===== src/rtl/led_mmio_arbiter.sv =====
// ---------------------------------------------------------------------------
// led_mmio_arbiter
//
// Shares the single MMIO write port feeding the LED register between two bus
// masters (CPU store path = master 0, debug/DMA engine = master 1).
// Round-robin arbitration with a valid/ready handshake per requester; the
// granted write is registered and presented on mmio_out_addr/mmio_out for
// exactly one cycle, otherwise both outputs read zero.
//
// Optional feature (compile-time macro LED_HEARTBEAT_EN):
//   a heartbeat engine that writes led_shadow ^ 8'h01 to LED_ADDR after
//   HB_PERIOD cycles without an LED write. Without the macro the output only
//   ever carries requester writes and HB_PERIOD has no effect.
//
// Parameters:
//   HB_PERIOD     idle cycles between heartbeat writes (2 .. 2^24-1)
//   LED_ADDR      address treated as the LED register
//
// Ports:
//   clock         in   sole clock, all state on the rising edge
//   reset_n       in   synchronous active-low reset
//   req0_valid    in   master 0 write request
//   req0_ready    out  master 0 write accepted this cycle (combinational)
//   req0_addr     in   master 0 write address
//   req0_data     in   master 0 write data
//   req1_valid    in   master 1 write request
//   req1_ready    out  master 1 write accepted this cycle (combinational)
//   req1_addr     in   master 1 write address
//   req1_data     in   master 1 write data
//   mmio_out_addr out  registered write address, 16'h0000 when idle
//   mmio_out      out  registered write data, 8'h00 when idle
//   led_shadow    out  last data written to LED_ADDR (reset 8'h2A)
// ---------------------------------------------------------------------------
module led_mmio_arbiter #(
    parameter logic [23:0] HB_PERIOD = 24'd13_500_000,
    parameter logic [15:0] LED_ADDR  = 16'hF000
) (
    input  logic        clock,
    input  logic        reset_n,
    input  logic        req0_valid,
    output logic        req0_ready,
    input  logic [15:0] req0_addr,
    input  logic [7:0]  req0_data,
    input  logic        req1_valid,
    output logic        req1_ready,
    input  logic [15:0] req1_addr,
    input  logic [7:0]  req1_data,
    output logic [15:0] mmio_out_addr,
    output logic [7:0]  mmio_out,
    output logic [7:0]  led_shadow
);

    // Value the LED register holds out of reset (6'b101010 zero-extended).
    localparam logic [7:0] LED_RESET_VALUE = 8'h2A;

    // Master that won the most recent transfer. Reset to 1 so that master 0
    // wins the first contention.
    logic        last_grant_reg;

    logic [15:0] out_addr_reg;
    logic [7:0]  out_data_reg;
    logic [7:0]  shadow_reg;

    logic        grant0;
    logic        grant1;
    logic        hb_fire;

    logic [15:0] out_addr_next;
    logic [7:0]  out_data_next;
    logic        out_write_next;
    logic        led_write_next;

    // ------------------------------------------------------------------
    // Arbitration. A lone valid always wins; under contention the master
    // that did not win last time goes. Nothing is accepted during reset.
    // ------------------------------------------------------------------
    always_comb begin
        grant0 = 1'b0;
        grant1 = 1'b0;
        if (reset_n) begin
            grant0 = req0_valid && (!req1_valid || last_grant_reg);
            grant1 = req1_valid && (!req0_valid || !last_grant_reg);
        end
    end

    assign req0_ready = grant0;
    assign req1_ready = grant1;

    // ------------------------------------------------------------------
    // Next output write: requester transfers first, heartbeat only when
    // neither master is asking (hb_fire already includes that condition).
    // ------------------------------------------------------------------
    always_comb begin
        out_addr_next  = 16'h0000;
        out_data_next  = 8'h00;
        out_write_next = 1'b0;
        if (grant0) begin
            out_addr_next  = req0_addr;
            out_data_next  = req0_data;
            out_write_next = 1'b1;
        end else if (grant1) begin
            out_addr_next  = req1_addr;
            out_data_next  = req1_data;
            out_write_next = 1'b1;
        end else if (hb_fire) begin
            out_addr_next  = LED_ADDR;
            out_data_next  = shadow_reg ^ 8'h01;
            out_write_next = 1'b1;
        end
    end

    // The enable qualifies the compare so an idle cycle (address 0) never
    // looks like an LED write, even if LED_ADDR were parameterised to 0.
    assign led_write_next = out_write_next && (out_addr_next == LED_ADDR);

    // ------------------------------------------------------------------
    // Output register, shadow and round-robin state.
    // The shadow is loaded on the same edge the write is registered, so it
    // always agrees with the most recent LED write seen on the output.
    // ------------------------------------------------------------------
    always_ff @(posedge clock) begin
        if (!reset_n) begin
            last_grant_reg <= 1'b1;
            out_addr_reg   <= 16'h0000;
            out_data_reg   <= 8'h00;
            shadow_reg     <= LED_RESET_VALUE;
        end else begin
            out_addr_reg <= out_addr_next;
            out_data_reg <= out_data_next;
            if (grant0) begin
                last_grant_reg <= 1'b0;
            end else if (grant1) begin
                last_grant_reg <= 1'b1;
            end
            if (led_write_next) begin
                shadow_reg <= out_data_next;
            end
        end
    end

    assign mmio_out_addr = out_addr_reg;
    assign mmio_out      = out_data_reg;
    assign led_shadow    = shadow_reg;

`ifdef LED_HEARTBEAT_EN
    // ------------------------------------------------------------------
    // Heartbeat engine.
    //
    // The counter restarts when it reaches HB_PERIOD-1 (raising hb_pending)
    // and whenever a master writes LED_ADDR. The heartbeat's own write does
    // not restart it again: the restart already happened when pending was
    // raised, which makes back-to-back heartbeats exactly HB_PERIOD cycles
    // apart on an otherwise idle bus.
    //
    // A master write to LED_ADDR also cancels a pending heartbeat so the
    // user's value is not immediately overwritten by a toggle.
    // ------------------------------------------------------------------
    logic [23:0] hb_count_reg;
    logic        hb_pending_reg;
    logic        req_led_write;

    assign req_led_write = led_write_next && (grant0 || grant1);
    assign hb_fire       = hb_pending_reg && !req0_valid && !req1_valid;

    always_ff @(posedge clock) begin
        if (!reset_n) begin
            hb_count_reg   <= 24'd0;
            hb_pending_reg <= 1'b0;
        end else if (req_led_write) begin
            hb_count_reg   <= 24'd0;
            hb_pending_reg <= 1'b0;
        end else begin
            // Clear on emission first; a terminal count in the same cycle
            // then re-arms pending for the next period.
            if (hb_fire) begin
                hb_pending_reg <= 1'b0;
            end
            if (hb_count_reg == HB_PERIOD - 24'd1) begin
                hb_count_reg   <= 24'd0;
                hb_pending_reg <= 1'b1;
            end else begin
                hb_count_reg <= hb_count_reg + 24'd1;
            end
        end
    end
`else
    // No heartbeat engine: the output carries requester writes only.
    logic unused_hb_period;

    assign hb_fire          = 1'b0;
    assign unused_hb_period = ^HB_PERIOD;
`endif

endmodule


===== config.mk =====
export PLATFORM = sky130hd
export DESIGN_NAME = led_mmio_arbiter
export DESIGN_NICKNAME = d
export VERILOG_FILES = /design/src/rtl/led_mmio_arbiter.sv
export SDC_FILE = /design/constraint.sdc
export NUM_CORES = 1
export LEC_CHECK = 0
export BUFFER_PORTS_ARGS = -buffer_cell sky130_fd_sc_hd__buf_2
export CAP_MARGIN = 10
export CELL_PAD_IN_SITES_DETAIL_PLACEMENT = 1
export CELL_PAD_IN_SITES_GLOBAL_PLACEMENT = 1
export CORE_UTILIZATION = 29
export CTS_CLUSTER_SIZE = 40
export DETAILED_ROUTE_END_ITERATION = 8
export PLACE_DENSITY_LB_ADDON = 0.25
export SLEW_MARGIN = 20
export SYNTH_ARGS = -nofsm -noshare
export SYNTH_HDL_FRONTEND = slang
export SYNTH_SLANG_ARGS = --single-unit

===== constraint.sdc =====
create_clock -name clock -period 2.8 [get_ports clock]
set_clock_uncertainty 0.2 [all_clocks]
set_input_delay 0.84 -clock clock [delete_from_list [all_inputs] [get_ports clock]]
set_output_delay 0.84 -clock clock [all_outputs]
set_load 0.1 [all_outputs]

==> impl_metrics.csv <==
group,metric,value,unit
placed_design,preCtsSetupSlack,-0.2330,ns
synth,synth_area_per_cell,10.31,um2
final_layout,largest_reg_flops,16,
clock_network,cts_made_buffers,5,
timing,period_needed,2.768,ns
synth,synth_nets,183,
worst_setup_path,max_stage_delay,0.28,ns
worst_setup_path,cpLargestDelayFamily,"buffers and inverters",
final_layout,final_net_count,293,
timing,worst_pin_slew,0.4963,ns
final_layout,syn2layout_area_growth,61.82,%
timing,rsz0062_at_grt,"false",
clock_network,htreeDepth,2,
synth,yosys.area_share.adder,0,
worst_setup_path,setup.worst_path.class,"in2out",
floorplanning,die_x,70.23,um
routing,drcViolationCount,0,
synth,synth_xor_area_frac,0,
worst_setup_path,worst_ep_required_time,1.76,ns
final_layout,num_antenna_cells,0,
worst_setup_path,worstPathArrival,1.73,ns
global_routing,gr-total-overflow,0,
pwr,peakVddDrop,290.8,uV
clock_network,clk_latency,0.27,ns
timing,fin_ws,0.03242,ns
worst_setup_path,cp_num_buf_inv,3,
synth,synth_area,1350,um2
worst_setup_path,crit_chain,"buf_2, a21bo_4, buf_4, nor2_4, buf_12",
timing,final.period_utilization,0.9884,
clock_network,clk_pin_slew,0.07,ns
synth,yosys.area_share.simple,0.1956,
floorplanning,num_io_pins,86,
routing,first_pass_iters,4,
placed_design,place.detailed.hpwl,3355,um
worst_setup_path,crit_path_top_delay_cell,"a21bo_4",
run_status,status,"completed",
floorplanning,start_util,0.3058,
final_layout,drive_gt1_frac,0.5661,
pwr,p_leak,1.105,nW
routing,routed_via_density,4.830,
global_routing,antenna_found_initial,0,
timing,hold_violations,0,
timing,timing.hold.ws,0.3374,ns
worst_setup_path,critPathLaunch,"req1_valid",
timing,maxSlewHeadroom,0.6714,
placed_design,routabilityCongestion,0.7099,
clock_network,ctsHoldBuffers,0,
clock_network,clockBufferDepth,2,
timing,drv_slew,0,
clock_network,cts_tree,"yes",
worst_setup_path,crit_path_max_fanout,12,
worst_setup_path,crit-reg2reg-launch,"last_grant_reg",
timing,max_freq,361.3,MHz
synth,synth_top_family_by_area,"simple AND/OR/NAND/NOR gates",
synth,synth_compound_area_frac,0.1863,
clock_network,cts.sinks,33,
clock_network,cts_root_buffer,"clkbuf_8",
synth,syn_inst,131,
routing,vias,1420,
floorplanning,dieHeight,70.23,um
worst_setup_path,start_kind,"input pin",
final_layout,fin_util,0.4949,
synth,yosysWarnings,0,
floorplanning,die_area,4932,um2
synth,ys_seq_area_frac,0.4893,
min_path,hold_path_class,"reg2reg",
synth,ys_seq_elements,33,
pwr,cellPowerDensity,581.6,nW/um2
floorplanning,fp.coreArea,4414,um2
global_routing,grt_usage,0.1707,
global_routing,grt_pass1_wl,6658,um
floorplanning,rows,24,
routing,wl,4214,um
final_layout,n_fill_cell,556,
synth,synth.mux.area_fraction,0.06487,
worst_setup_path,end_kind,"primary output",
routing,wire_per_inst,14.33,um
synth,synth_cell_types,28,
routing,ant_nets,0,
placed_design,port_buffers,85,
min_path,holdCritStartpoint,"led_shadow[3]",
routing,drt_first_iter_violations,51,
timing,setup_viol,0,
flow_run,maxCapViolations,0,
global_routing,grt_max_degree,24,
global_routing,grt_pass1_vias,1455,
[Yosys cell counts (all sizes together)]
| cell type | instances | area share |
|---|---|---|
| nand2 | 34 | 0.095 |
| dfxtp | 33 | 0.49 |
| o32ai | 16 | 0.12 |
| a22o | 8 | 0.052 |
| buf | 7 | 0.050 |
| mux2 | 6 | 0.050 |
| and2 | 5 | 0.023 |
| nor2 | 5 | 0.014 |
| clkbuf | 2 | 0.0083 |
| mux2i | 2 | 0.015 |
| nor4b | 2 | 0.018 |
| a21bo | 1 | 0.0074 |
| and4bb | 1 | 0.0093 |
| clkinv | 1 | 0.0028 |
| inv | 1 | 0.0028 |
| nand2b | 1 | 0.0046 |
| nand4 | 1 | 0.0093 |
| nor2b | 1 | 0.0065 |
| nor3 | 1 | 0.0074 |
| nor4 | 1 | 0.0046 |
| o21ai | 1 | 0.0037 |
| or2 | 1 | 0.0046 |
[per-layer routing]
metal	global-route usage	wire [um]	up-vias
li1	-	-	689
met5	0	0	-
met2	0.2984	2198	48
met3	0.04185	224	10
met1	0.1973	1700	673
met4	0.06889	90	0
[cell families after synthesis]
kind of cell           Yosys count
AND/OR/NAND/NOR                 53
flip-flops                      33
AO/OA/AOI/OAI                   26
buffers and inverters           11
multiplexers                     8
[repair_timing]
action	4_1_cts	5_1_grt
pin swaps	1	2
setup endpoints to repair	2	2
resized for setup	3	3
buffers inserted	0	3
[final cells by class]
class / count / area, um2 / area share
clock buffer: 7 / 96.34 / 0.04410
multi-input combinational: 87 / 628.1 / 0.2875
tap: 52 / 65.06 / 0.02978
clock inverter: 1 / 5.005 / 0.002291
timing repair buffer: 112 / 720.7 / 0.3299
sequential: 33 / 660.6 / 0.3024
inverter: 2 / 8.758 / 0.004009
[cells in the final DEF, fill, tap and decap left out, drive strengths merged]
master and instances:
buf 112, o21ai 1, nand4 1, dfxtp 33
inv 1, or2 1, nor4 1, nand2b 1
nor2b 1, clkinv 2, nor4b 2, nor3 1
mux2 6, a21bo 1, and2 5, nor2 5
mux2i 2, a22o 8, o32ai 16, and4bb 1
clkbuf 7, nand2 34
[worst min-delay path, stage by stage (launching register included)]
cell and delay, ns:
dfxtp_1 0.32, nor2_1 0.10, mux2i_1 0.08
[per-stage QoR]
| stage | instances | total power [mW] | instance area (um2) | TNS [ns] |
|---|---|---|---|---|
| global route | 294 | 1.323 | 2185 | 0 |
| global placement | 283 | 0.8787 | 2029 | -1.537 |
| CTS | 291 | 1.278 | 2140 | 0 |
| floorplan | 131 | 0.7729 | 1370 | -0.5339 |
| detailed placement | 283 | 0.8823 | 2029 | -1.712 |
| finish | 294 | 1.271 | 2185 | 0 |
[power breakdown]
group	internal, mW	leakage [nW]	switching (mW)
Clock	0.222	0.0542	0.170
Sequential	0.494	0.271	0.00698
Combinational	0.111	0.779	0.266
[final timing paths]
check | end | slack (ns) | cells past startpoint
worst max-delay path | req1_ready | 0.03 | 5
worst min-delay path | led_shadow[3] | 0.34 | 2
worst max register to register | led_shadow[4] | 0.48 | 6
worst min register to register | led_shadow[3] | 0.34 | 2
Power figures use the tool's default switching activity.
